$ cat src/rtl/ravenoc_pkg.sv
// Shared NoC definitions: flit type encodings, field positions, default sizing.
package ravenoc_pkg;

  localparam int unsigned DEF_FLIT_WIDTH   = 35;
  localparam int unsigned DEF_N_VIRT_CHN   = 2;
  localparam int unsigned DEF_BUFFER_DEPTH = 4;

  localparam int unsigned FLIT_TYPE_MSB = 34;
  localparam int unsigned FLIT_TYPE_LSB = 33;

  localparam logic [1:0] FLIT_HEAD      = 2'b00;
  localparam logic [1:0] FLIT_BODY      = 2'b01;
  localparam logic [1:0] FLIT_TAIL      = 2'b10;
  localparam logic [1:0] FLIT_HEAD_TAIL = 2'b11;

  // Per-VC packet framing state: between packets or inside one
  typedef enum logic {
    FR_IDLE,
    FR_OPEN
  } frame_state_t;

endpackage

$ cat src/rtl/vc_fifo.sv
// Single-VC synchronous FIFO with occupancy count; pointers wrap modulo DEPTH.
module vc_fifo #(
  parameter int unsigned WIDTH = 35,
  parameter int unsigned DEPTH = 4
) (
  input  logic                     clk,
  input  logic                     arst,
  input  logic                     wr_en,
  input  logic                     rd_en,
  input  logic [WIDTH-1:0]         wr_data,
  output logic [WIDTH-1:0]         rd_data,
  output logic                     full,
  output logic                     empty,
  output logic [$clog2(DEPTH):0]   count
);

  localparam int unsigned PW = $clog2(DEPTH);

  logic [WIDTH-1:0] mem [DEPTH];
  logic [PW-1:0]    wr_ptr;
  logic [PW-1:0]    rd_ptr;
  logic             do_wr;
  logic             do_rd;

  assign do_wr   = wr_en && !full;
  assign do_rd   = rd_en && !empty;
  assign full    = (count == (PW+1)'(DEPTH));
  assign empty   = (count == '0);
  assign rd_data = mem[rd_ptr];

  // Pointer and count update; simultaneous push and pop keep the count
  always_ff @(posedge clk or posedge arst) begin
    if (arst) begin
      wr_ptr <= '0;
      rd_ptr <= '0;
      count  <= '0;
    end else begin
      if (do_wr) wr_ptr <= wr_ptr + 1'b1;
      if (do_rd) rd_ptr <= rd_ptr + 1'b1;
      case ({do_wr, do_rd})
        2'b10:   count <= count + 1'b1;
        2'b01:   count <= count - 1'b1;
        default: count <= count;
      endcase
    end
  end

  // Storage array; contents need no reset since count gates visibility
  always_ff @(posedge clk) begin
    if (do_wr) mem[wr_ptr] <= wr_data;
  end

endmodule

$ cat src/rtl/vc_input_buffer.sv
// Router input port buffer: one FIFO per VC, framing checks, highest-VC-first output.
module vc_input_buffer
  import ravenoc_pkg::*;
#(
  parameter  int unsigned FLIT_WIDTH   = DEF_FLIT_WIDTH,
  parameter  int unsigned N_VIRT_CHN   = DEF_N_VIRT_CHN,
  parameter  int unsigned BUFFER_DEPTH = DEF_BUFFER_DEPTH,
  localparam int unsigned VC_W         = (N_VIRT_CHN > 1) ? $clog2(N_VIRT_CHN) : 1,
  localparam int unsigned CNT_W        = $clog2(BUFFER_DEPTH) + 1
) (
  input  logic                          clk,
  input  logic                          arst,
  input  logic                          fin_valid_i,
  input  logic [VC_W-1:0]               fin_vc_id_i,
  input  logic [FLIT_WIDTH-1:0]         fin_flit_i,
  output logic [N_VIRT_CHN-1:0]         fin_ready_o,
  output logic                          fout_valid_o,
  output logic [VC_W-1:0]               fout_vc_id_o,
  output logic [FLIT_WIDTH-1:0]         fout_flit_o,
  input  logic [N_VIRT_CHN-1:0]         fout_ready_i,
  output logic [N_VIRT_CHN*CNT_W-1:0]   occupancy_o,
  output logic                          err_overflow_o,
  output logic                          err_framing_o
);

  logic [N_VIRT_CHN-1:0] wr_en;
  logic [N_VIRT_CHN-1:0] rd_en;
  logic [N_VIRT_CHN-1:0] full;
  logic [N_VIRT_CHN-1:0] empty;
  logic [CNT_W-1:0]      cnt     [N_VIRT_CHN];
  logic [FLIT_WIDTH-1:0] rd_data [N_VIRT_CHN];

  frame_state_t          fstate  [N_VIRT_CHN];
  frame_state_t          fnext   [N_VIRT_CHN];
  logic                  frame_err;
  logic                  accept;
  logic [1:0]            flit_type;

  logic                  sel_valid;
  logic [VC_W-1:0]       sel_vc;
  logic [FLIT_WIDTH-1:0] sel_flit;

  assign flit_type = fin_flit_i[FLIT_TYPE_MSB:FLIT_TYPE_LSB];
  assign accept    = |wr_en;

  for (genvar g = 0; g < N_VIRT_CHN; g++) begin : g_vc
    // Ready is held low asynchronously during reset; out-of-range ids match no VC
    assign fin_ready_o[g] = !full[g] && !arst;
    assign wr_en[g]       = fin_valid_i && (32'(fin_vc_id_i) == g) && fin_ready_o[g];
    assign rd_en[g]       = sel_valid && (sel_vc == VC_W'(g));
    assign occupancy_o[g*CNT_W +: CNT_W] = cnt[g];

    vc_fifo #(
      .WIDTH (FLIT_WIDTH),
      .DEPTH (BUFFER_DEPTH)
    ) u_fifo (
      .clk     (clk),
      .arst    (arst),
      .wr_en   (wr_en[g]),
      .rd_en   (rd_en[g]),
      .wr_data (fin_flit_i),
      .rd_data (rd_data[g]),
      .full    (full[g]),
      .empty   (empty[g]),
      .count   (cnt[g])
    );
  end

  // Fixed-priority select: ascending scan so the highest eligible VC wins
  always_comb begin
    sel_valid = 1'b0;
    sel_vc    = '0;
    sel_flit  = '0;
    for (int unsigned v = 0; v < N_VIRT_CHN; v++) begin
      if (!arst && !empty[v] && fout_ready_i[v]) begin
        sel_valid = 1'b1;
        sel_vc    = VC_W'(v);
        sel_flit  = rd_data[v];
      end
    end
    fout_valid_o = sel_valid;
    fout_vc_id_o = sel_vc;
    fout_flit_o  = sel_flit;
  end

  // Framing next-state and violation detect, only for accepted pushes
  always_comb begin
    frame_err = 1'b0;
    for (int unsigned v = 0; v < N_VIRT_CHN; v++) begin
      fnext[v] = fstate[v];
      if (wr_en[v]) begin
        case (fstate[v])
          FR_IDLE: begin
            if (flit_type == FLIT_HEAD)           fnext[v] = FR_OPEN;
            else if (flit_type != FLIT_HEAD_TAIL) frame_err = 1'b1;
          end
          FR_OPEN: begin
            if (flit_type == FLIT_TAIL)           fnext[v] = FR_IDLE;
            else if (flit_type != FLIT_BODY)      frame_err = 1'b1;
          end
          default: fnext[v] = FR_IDLE;
        endcase
      end
    end
  end

  // Framing state registers
  always_ff @(posedge clk or posedge arst) begin
    if (arst) begin
      for (int unsigned v = 0; v < N_VIRT_CHN; v++) fstate[v] <= FR_IDLE;
    end else begin
      for (int unsigned v = 0; v < N_VIRT_CHN; v++) fstate[v] <= fnext[v];
    end
  end

  // Sticky error flags; a valid flit not accepted means full or nonexistent VC
  always_ff @(posedge clk or posedge arst) begin
    if (arst) begin
      err_overflow_o <= 1'b0;
      err_framing_o  <= 1'b0;
    end else begin
      if (fin_valid_i && !accept) err_overflow_o <= 1'b1;
      if (frame_err)              err_framing_o  <= 1'b1;
    end
  end

endmodule

$ cat config.mk
export PLATFORM = sky130hd
export DESIGN_NAME = vc_input_buffer
export DESIGN_NICKNAME = d
export VERILOG_FILES = /design/src/rtl/ravenoc_pkg.sv /design/src/rtl/vc_fifo.sv /design/src/rtl/vc_input_buffer.sv
export SDC_FILE = /design/constraint.sdc
export NUM_CORES = 1
export LEC_CHECK = 0
export CORE_AREA = 5 5 210 171
export DETAILED_ROUTE_END_ITERATION = 16
export DIE_AREA = 0 0 215 176
export PLACE_DENSITY_LB_ADDON = 0.25
export SYNTH_ARGS = -nofsm -noshare
export SYNTH_HDL_FRONTEND = slang
export SYNTH_SLANG_ARGS = --single-unit
export TNS_END_PERCENT = 30
$ cat constraint.sdc
create_clock -name clk -period 6.72 [get_ports clk]
set_input_delay 1.008 -clock clk [delete_from_list [all_inputs] [get_ports clk]]
set_output_delay 1.008 -clock clk [all_outputs]
set_load 0.01 [all_outputs]
==> results.py, run 1 <==
metrics = {
    "die": {
        "die_x_um": 215,
        "core_mm2": 0.03341,
        "initial_core_util_pct": 34.60,
        "rows": 60,
        "io_pins": 88,
        "design.die.area_mm2": 0.03784,
        "dieHeight_um": 176,
    },
    "grt": {
        "track_usage_pct": 13.37,
        "grt_pass1_vias": 5992,
        "grt_max_degree": 38,
        "grt.overflow.total": 0,
        "antenna_found_initial": 3,
        "grt_pass1_wl_um": 38390,
    },
    "logic_synthesis": {
        "dominantRegCellSynth": "edfxtp_1",
        "async_flop_share_pct": 6.040,
        "netlist_area_mm2": 0.01156,
        "postSynthCellCount": 514,
        "avgSynthCellArea_um2": 22.49,
        "synthDistinctLibCells": 35,
        "synth-seq-cells": 298,
        "ys_seq_area_share_pct": 76.65,
        "synth_edf_count": 280,
        "yosysWarnings": 0,
        "synth_nets": 571,
    },
    "worst_setup_path": {
        "crit_family": "buffers and inverters",
        "crit_cells": 6,
        "crit_path_end_kind": "primary output",
        "required_ns": 5.71,
        "path_buf_inv": 3,
        "critPathLaunchType": "primary input",
        "critPathMaxFanout": 36,
        "critical_path_class": "in2out",
        "worstPathArrival_ns": 3.75,
        "cpMostUsedCell": "clkdlybuf4s50_1",
        "ff2ff_path_depth": 9,
        "cp_slowest_cell": "inv_2",
        "crit_chain": "clkdlybuf4s50_1, nor2b_1, nand2_1, inv_2, a22o_1, clkdlybuf4s50_1",
        "slowest_delay_ns": 0.71,
    },
    "clocking": {
        "clock-sinks": 298,
        "cts_max_level": 1,
        "cts_resized": 0,
        "cts-root-buf": "clkbuf_16",
        "cts_setup_buffers": 0,
        "clk_pin_slew_ns": 0.06,
        "holdBufCountCts": 0,
        "cts_tree": "done",
        "cts-buffers-inserted": 29,
        "clock_latency_ns": 0.53,
        "ctsLongestPathBuffers": 3,
    },
    "timing": {
        "worst_pin_slew_ns": 0.9432,
        "relSlewSlack_pct": 37.03,
        "fin_crit_sh_pct": 70.80,
        "finalHoldWorstSlack_ns": 0.4824,
        "clock.fmax_mhz": 210.2,
        "hold_viol_final": 0,
        "tns_ns": 0,
        "setup_viol": 0,
        "slew_violations": 0,
        "period_needed_ns": 4.757,
        "finalClockSkew_ns": 0.01423,
        "rsz0062_at_grt": "false",
    },
    "power_and_ir_drop": {
        "power.density_mw_per_mm2": 372.5,
        "irDropWorstVdd_uv": 201.2,
        "p_leak_uw": 0.004494,
        "p_total_uw": 5165,
    },
    "final_layout": {
        "drive_above_1_share_pct": 21.77,
        "syn2layout_area_growth_pct": 19.98,
        "final_common_cell": "edfxtp_1",
        "fin_nets": 679,
        "diodes": 0,
        "instances_no_fill": 1077,
        "n_fill_cell": 2910,
        "final_cell_mix": "280 x edfxtp_1, 87 x clkdlybuf4s50_1, 70 x mux4_2, 35 x a22o_1, 29 x clkbuf_16",
        "final_util_pct": 41.51,
    },
    "placement": {
        "hpwl_um": 14330,
        "portBuffers": 87,
        "dp.cells": 1025,
        "place_congestion": 0.6829,
    },
    "route": {
        "via_count": 5447,
        "finalWirelength_um": 25500,
        "drt_iter0_drc": 337,
        "ant_nets": 0,
        "wire_per_inst_um": 23.68,
        "viasPerCell": 5.058,
        "first_pass_iters": 4,
        "post-route-drc-count": 0,
    },
    "job": {
        "cap_violations": 0,
    },
    "hold_path": {
        "whs_path_depth": 1,
        "hp-class": "reg2reg",
    },
    "status": {
        "outcome": "completed",
    },
}
where the power goes:
group          leakage, uW  internal [uW]  switching [uW]  total [uW]
logic              0.00132            681             584        1270
registers          0.00273           2180             160        2340
clock network     0.000441            905             654        1560
sequential cells by signal (all words and copies together), names as in the netlist, named ones only:
signal and flops:
g_vc.u_fifo.mem 280, g_vc.u_fifo.wr_ptr 4, err_overflow_o 1, g_vc.u_fifo.rd_ptr 4, err_framing_o 1, g_vc.u_fifo.count 6
through the flow:
step	setup WS [ns]	area, um2
after floorplan	3.566	11560
after global placement	2.021	12960
after detailed placement	1.950	12960
after CTS	1.942	13870
after global routing	1.807	13870
final	1.963	13870
path summary, 6_finish.rpt:
check,startpoint,slack (ns),to
setup / recovery,arst,1.96,fout_flit_o[29]
hold / removal,err_overflow_o,0.48,err_overflow_o
setup reg to reg,g_vc[1].u_fifo.count[2],3.73,g_vc[0].u_fifo.count[2]
hold reg to reg,err_overflow_o,0.48,err_overflow_o
max in group asynchronous,arst,5.04,g_vc[0].u_fifo.rd_ptr[1]
min in group asynchronous,arst,1.17,g_vc[0].u_fifo.count[0]
cells in the mapped netlist (5+ instances only):
library cell  number  area share (%)
mux4_2            70              14
inv_1             18            0.58
a22o_1            35             2.7
dfrtp_1           18             3.9
and2_1             8            0.43
nor2_1             6            0.19
xor2_1             5            0.38
xnor2_1            7            0.53
ha_1              14             1.5
buf_2              5            0.22
edfxtp_1         280              73
clkbuf_1          12            0.39
area by class of cell:
type	count	area, um2	share of cell area [%]
Multi-Input combinational cell	174	2519	18.16
Inverter	19	71.32	0.5143
Clock buffer	37	755.7	5.450
Tap cell	434	543.0	3.916
Clock inverter	15	146.4	1.056
Timing Repair Buffer	100	968.4	6.984
Sequential cell	298	8864	63.92
metal layers:
layer	wire [um]	GRT usage, %	vias to the layer above
met5	35	0	-
met4	351	2.266	6
met3	1229	2.812	34
met2	12150	22.05	129
met1	11740	18.86	2926
li1	-	-	2352
kinds of logic (layout without fill, tap and decap cells):
family,Yosys count,after routing,share of synthesized area (%)
flops,298,298,76.65
mux,74,74,14.01
compound gates,45,45,3.486
buf+inv,42,171,1.645
simple gates,26,26,1.299
fa+ha+maj,16,16,1.862
xor+xnor,13,13,1.050
Power figures use the tool's default switching activity.
==> run 2: changes to the inputs <==
- clock period: 6.72 -> 3.86 ns (I/O delays scaled with it)
==> run 2 against run 1 <==
Register-to-register slack got worse by 2.6 ns. Sequential share of layout area decreased by 0.86 points. Sequential power increased by 73%. Utilization increased by 0.57 points. Global-route usage increased by 0.30 points.
==> results.py, run 2 (synthesized netlist as in run 1, its figures left out) <==
metrics = {
    "clocking": {
        "clk_pin_slew_ns": 0.06,
        "holdBufCountCts": 0,
        "cts-buffers-inserted": 30,
        "clock_latency_ns": 0.56,
        "clock-sinks": 298,
        "cts_setup_buffers": 0,
        "cts-root-buf": "clkbuf_16",
        "cts_max_level": 1,
        "cts_resized": 0,
        "cts_tree": "done",
        "ctsLongestPathBuffers": 3,
    },
    "hold_path": {
        "whs_path_depth": 1,
        "hold_end": "err_overflow_o",
        "hold_path_startpoint": "err_overflow_o",
        "hp-class": "reg2reg",
    },
    "worst_setup_path": {
        "r2r-end": "g_vc[0].u_fifo.count[2]",
        "critPathMaxFanout": 37,
        "required_ns": 3.28,
        "crit_path_end_kind": "primary output",
        "crit_cells": 5,
        "r2r-start": "g_vc[1].u_fifo.count[0]",
        "crit_chain": "or3_4, a2111oi_4, buf_12, a22o_1, clkdlybuf4s50_1",
        "slowest_delay_ns": 0.56,
        "critical_path_class": "reg2out",
        "critPathLaunchType": "flop",
        "rrSetupSlack_ns": 1.12,
        "crit_family": "buffers and inverters",
        "cp_slowest_cell": "clkdlybuf4s50_1",
        "path_buf_inv": 2,
        "ff2ff_path_depth": 9,
        "worstPathArrival_ns": 2.94,
    },
    "final_layout": {
        "syn2layout_area_growth_pct": 21.63,
        "diodes": 0,
        "drive_above_1_share_pct": 23.09,
        "largest_reg_flops": 280,
        "fin_nets": 691,
        "final_common_cell": "edfxtp_1",
        "final_cell_mix": "280 x edfxtp_1, 87 x clkdlybuf4s50_1, 70 x mux4_2, 35 x a22o_1, 31 x clkbuf_16",
        "top_register": "g_vc.u_fifo.mem",
        "reg.largest.list": "g_vc.u_fifo.mem: 280 flops, g_vc.u_fifo.count: 6 flops",
    },
    "placement": {
        "place_congestion": 0.7347,
        "hpwl_um": 15470,
        "portBuffers": 87,
    },
    "die": {
        "dieHeight_um": 176,
        "rows": 60,
        "core_mm2": 0.03341,
        "design.die.area_mm2": 0.03784,
        "io_pins": 88,
        "die_x_um": 215,
        "initial_core_util_pct": 34.60,
    },
    "timing": {
        "rsz0062_at_grt": "false",
        "slew_violations": 0,
        "hold_viol_final": 0,
        "tns_ns": 0,
        "finalClockSkew_ns": 0.01883,
        "setup_viol": 0,
        "worst_pin_slew_ns": 0.8292,
        "relSlewSlack_pct": 44.29,
        "clock.fmax_mhz": 284.0,
        "period_needed_ns": 3.521,
        "fin_crit_sh_pct": 91.23,
    },
    "route": {
        "drt_iter0_drc": 308,
        "wire_per_inst_um": 23.86,
        "via_count": 5465,
        "ant_nets": 0,
        "post-route-drc-count": 0,
        "finalWirelength_um": 25960,
        "first_pass_iters": 4,
        "viasPerCell": 5.023,
    },
    "power_and_ir_drop": {
        "p_total_uw": 9040,
        "p_leak_uw": 0.004582,
        "irDropWorstVdd_uv": 351.0,
        "power.density_mw_per_mm2": 643.1,
    },
    "grt": {
        "busiest_layer": "met2",
        "track_usage_pct": 13.67,
        "grt_pass1_vias": 6130,
        "met3_usage_pct": 2.897,
        "grt.overflow.total": 0,
        "antenna_found_initial": 1,
        "grtUsageMet2_pct": 23.82,
        "grt_pass1_wl_um": 39050,
        "grt_max_degree": 38,
        "grtUsageMet1_pct": 17.99,
    },
    "status": {
        "outcome": "completed",
    },
    "job": {
        "cap_violations": 0,
    },
}
[run 2: cell count changes in the layout (fill, tap and decap cells not counted), sizes merged]
cell,change
bufinv,-3
clkbuf,-1
inv,+1
clkinv,+4
buf,+11
clkinvlp,-1
[run 2: how the worst max path moves through the flow]
stage	startpoint	end	slack [ns]
CTS	g_vc[1].u_fifo.count[0]	fout_flit_o[1]	0.27
global placement	fout_ready_i[1]	fout_flit_o[32]	0.43
detailed placement	fout_ready_i[1]	fout_flit_o[33]	0.43
global route	fout_ready_i[1]	fout_flit_o[29]	0.24
finish	g_vc[1].u_fifo.count[0]	fout_flit_o[1]	0.34
floorplan	g_vc[1].u_fifo.count[2]	g_vc[0].u_fifo.count[2]	1.14
[run 2: through the flow]
| stage | setup WS [ns] | util (%) | instances | instance area [um2] | hold slack, ns |
|---|---|---|---|---|---|
| 2_1_floorplan | 1.143 | - | 514 | 11560 | 0.4850 |
| 3_3_place_gp | 0.4274 | 39.47 | 1036 | 13190 | 0.4747 |
| 3_5_place_dp | 0.4290 | 39.47 | 1036 | 13190 | 0.4583 |
| 4_1_cts | 0.2723 | 42.08 | 1088 | 14060 | 0.4761 |
| 5_1_grt | 0.2364 | 42.08 | 1088 | 14060 | 0.5099 |
| 6_report | 0.3387 | 42.08 | 1088 | 14060 | 0.4759 |
[run 2: area by class of cell]
class,count,area [um2]
Clock buffer,36,794.5
Clock inverter,16,77.57
Fill cell,2880,19350
Inverter,19,71.32
Multi-Input combinational cell,174,2519
Sequential cell,298,8864
Tap cell,434,543.0
Timing Repair Buffer,111,1189
[run 2: per-layer routing]
layer	up-vias	wire, um
li1	2375	-
met4	2	446
met2	138	12930
met1	2914	11180
met5	-	11
met3	36	1386
[run 2: power by group]
part	leakage [uW]	switching (uW)	internal (uW)
logic	0.00142	1080	1290
registers	0.00273	257	3800
clock network	0.000433	1170	1450
[run 2: worst reg2reg max path: cells and delay by family, from the launching register on]
family,cells,cell delay (ns)
adders and majority gates,2,0.60
and+or+nand+nor,2,0.55
DFF,1,0.43
AOI/OAI and AO/OA,1,0.42
buffers and inverters,2,0.35
xor gates and xnor gates,2,0.31
==> run 3: changes to the inputs <==
- CORE_AREA: 5 5 210 171 -> 5 5 183 150
- DIE_AREA: 0 0 215 176 -> 0 0 188 155
- GPL_ROUTABILITY_DRIVEN: default -> 1
- SYNTH_HIERARCHICAL: default -> 1
==> run 3 against run 2 <==
Worst setup slack better by 0.032 ns. Global-route usage up 2.7 points. Largest power group unchanged. Non-clock buffer count down 6. Critical path type unchanged. Maximum frequency up 0.92%. Synthesized cell count up 0.97%. Routed wire length down 8.3%. Register-to-register slack worse by 0.06 ns. Utilization up 12 points. Critical endpoint is now fout_flit_o[10]. Final cell count down 9.6%.
==> results.py, run 3 <==
metrics = {
    "placement": {
        "placed_area_mm2": 0.01308,
        "portBuffers": 87,
        "place_congestion": 0.7671,
        "hpwl_um": 13990,
    },
    "logic_synthesis": {
        "avgSynthCellArea_um2": 22.64,
        "synth_edf_count": 280,
        "synth_top_cell_by_area": "edfxtp_1",
        "netlist_area_mm2": 0.01175,
        "postSynthCellCount": 519,
        "dominantRegCellSynth": "edfxtp_1",
        "yosys.area.top_type_share_pct": 71.57,
        "yosysMostFrequentCell": "edfxtp_1",
        "yosysWarnings": 6,
        "ys_seq_area_share_pct": 75.40,
        "post_synth_main_area_contributors": "edfxtp_1 72%, mux4_2 11%, dfrtp_1 3.8%",
        "synth-seq-cells": 298,
        "synth_nets": 576,
        "async_flop_share_pct": 6.040,
        "synthTopCellsByCount": "280 x edfxtp_1, 56 x mux4_2, 35 x a22o_1, 21 x inv_1, 18 x dfrtp_1",
        "synthDistinctLibCells": 33,
    },
    "route": {
        "viasPerCell": 5.611,
        "ant_nets": 0,
        "finalWirelength_um": 23820,
        "routed.top_layer": "met4",
        "wl_met3_um": 1621,
        "via_count": 5521,
        "wire_per_inst_um": 24.20,
        "post-route-drc-count": 0,
        "wl_met1_um": 10510,
        "drt_iter0_drc": 449,
        "first_pass_iters": 4,
        "wl_met2_um": 11310,
    },
    "worst_setup_path": {
        "crit_family": "buffers and inverters",
        "cp_slowest_cell": "dfrtp_2",
        "required_ns": 3.28,
        "critPathLaunchType": "flop",
        "critPathMaxFanout": 20,
        "critical_path_class": "reg2out",
        "crit_path_end_kind": "primary output",
        "rrSetupSlack_ns": 1.06,
        "r2r-end": "g_vc[0].u_fifo/count[2]",
        "slowest_delay_ns": 0.77,
        "ff2ff_path_depth": 11,
        "r2r-start": "g_vc[0].u_fifo/count[0]",
        "crit_cells": 4,
        "worstPathArrival_ns": 2.91,
        "crit_chain": "buf_12, mux4_2, a22o_1, clkdlybuf4s50_1",
        "path_buf_inv": 2,
    },
    "job": {
        "cap_violations": 0,
    },
    "die": {
        "dieHeight_um": 155,
        "rows": 53,
        "initial_core_util_pct": 45.90,
        "io_pins": 88,
        "design.die.area_mm2": 0.02914,
        "core_mm2": 0.02560,
        "die_x_um": 188,
    },
    "clocking": {
        "cts_setup_buffers": 0,
        "clock-sinks": 298,
        "cts-buffers-inserted": 29,
        "cts_max_level": 1,
        "clk_pin_slew_ns": 0.06,
        "ctsLongestPathBuffers": 3,
        "cts_tree": "done",
        "cts_resized": 0,
        "holdBufCountCts": 0,
        "cts-root-buf": "clkbuf_16",
        "clock_latency_ns": 0.53,
    },
    "final_layout": {
        "largest_reg_flops": 280,
        "final_common_cell": "edfxtp_1",
        "top_register": "g_vc.u_fifo/mem",
        "fin_nets": 689,
        "n_fill_cell": 1946,
        "fin_area_mm2": 0.01392,
        "diodes": 0,
        "syn2layout_area_growth_pct": 18.52,
        "reg.largest.list": "g_vc.u_fifo/mem: 280 flops, g_vc.u_fifo/count: 6 flops",
        "final_cell_mix": "280 x edfxtp_1, 87 x clkdlybuf4s50_1, 56 x mux4_2, 35 x a22o_1, 29 x clkbuf_16",
        "drive_above_1_share_pct": 20.49,
    },
    "power_and_ir_drop": {
        "switching_share_pct": 27.40,
        "irDropWorstVdd_uv": 333.5,
        "internal-power_uw": 6437,
        "power_frac_seq_pct": 46.3,
        "power_switching_uw": 2430,
        "p_leak_uw": 0.004595,
        "clkPwrFrac_pct": 28.6,
        "power.density_mw_per_mm2": 636.7,
        "p_total_uw": 8866,
        "combPwrFrac_pct": 25.1,
    },
    "timing": {
        "clock.fmax_mhz": 286.6,
        "setup_viol": 0,
        "hold_viol_final": 0,
        "period_needed_ns": 3.489,
        "worst_pin_slew_ns": 0.6660,
        "rsz0062_at_grt": "false",
        "tns_ns": 0,
        "relSlewSlack_pct": 55.60,
        "slew_violations": 0,
        "finalClockSkew_ns": 0.007140,
        "fin_crit_sh_pct": 90.40,
    },
    "grt": {
        "grt.overflow.total": 0,
        "grt_pass1_vias": 5880,
        "grt_pass1_wl_um": 36220,
        "grt_max_degree": 37,
        "track_usage_pct": 16.38,
        "antenna_found_initial": 0,
    },
    "status": {
        "outcome": "completed",
    },
    "hold_path": {
        "hp-class": "in2async",
    },
}
run 3: logic make-up (layout without fill, tap and decap cells):
family                     after synthesis  count (layout)  share of synthesized area (%)
DFF                                    298             298                          75.40
muxes                                   74              74                          14.23
AOI/OAI and AO/OA                       46              46                          3.291
buffers and inverters                   44             179                          2.662
and+or+nand+nor                         28              28                          1.619
adders and majority gates               16              16                          1.832
xor gates and xnor gates                13              13                         0.9691
run 3: per-layer routing:
layer,GRT usage (%),vias up
met3,3.813,32
met1,23.49,2911
met2,26.46,189
met5,0,-
li1,-,2389
met4,2.900,0
run 3: how the worst max path moves through the flow:
stage	from	slack, ns	end
CTS	g_vc[1].u_fifo/rd_ptr[0]	0.29	fout_flit_o[12]
global route	g_vc[1].u_fifo/rd_ptr[0]	0.20	fout_flit_o[12]
finish	g_vc[1].u_fifo/rd_ptr[0]	0.37	fout_flit_o[10]
floorplan	g_vc[0].u_fifo/count[2]	1.22	g_vc[0].u_fifo/mem[0][0]
global placement	arst	0.46	fout_flit_o[28]
detailed placement	arst	0.34	fout_flit_o[32]
run 3: per-stage QoR:
step | util, % | hold slack, ns | instances | setup slack (ns)
6_report | 54.40 | 0.4492 | 984 | 0.3707
5_1_grt | 54.40 | 0.4962 | 984 | 0.1983
3_3_place_gp | 51.08 | 0.4777 | 931 | 0.4552
3_5_place_dp | 51.08 | 0.4821 | 931 | 0.3409
4_1_cts | 54.40 | 0.4278 | 984 | 0.2859
2_1_floorplan | - | 0.3557 | 519 | 1.219
run 3: power by group through the flow:
stage,registers (uW),logic (uW),clock network (uW)
detailed placement,4190,2250,0
floorplan,3970,1680,0
finish,4110,2220,2540
CTS,4120,2270,2590
global route,4150,2390,2740
global placement,4160,2220,0
run 3: layout make-up:
cell class	instances	area, um2	area share (%)
Timing Repair Buffer	105	1131	8.123
Multi-Input combinational cell	177	2589	18.59
Clock buffer	39	763.2	5.481
Tap cell	330	412.9	2.965
Inverter	21	78.83	0.5661
Sequential cell	298	8864	63.65
Clock inverter	14	86.33	0.6200
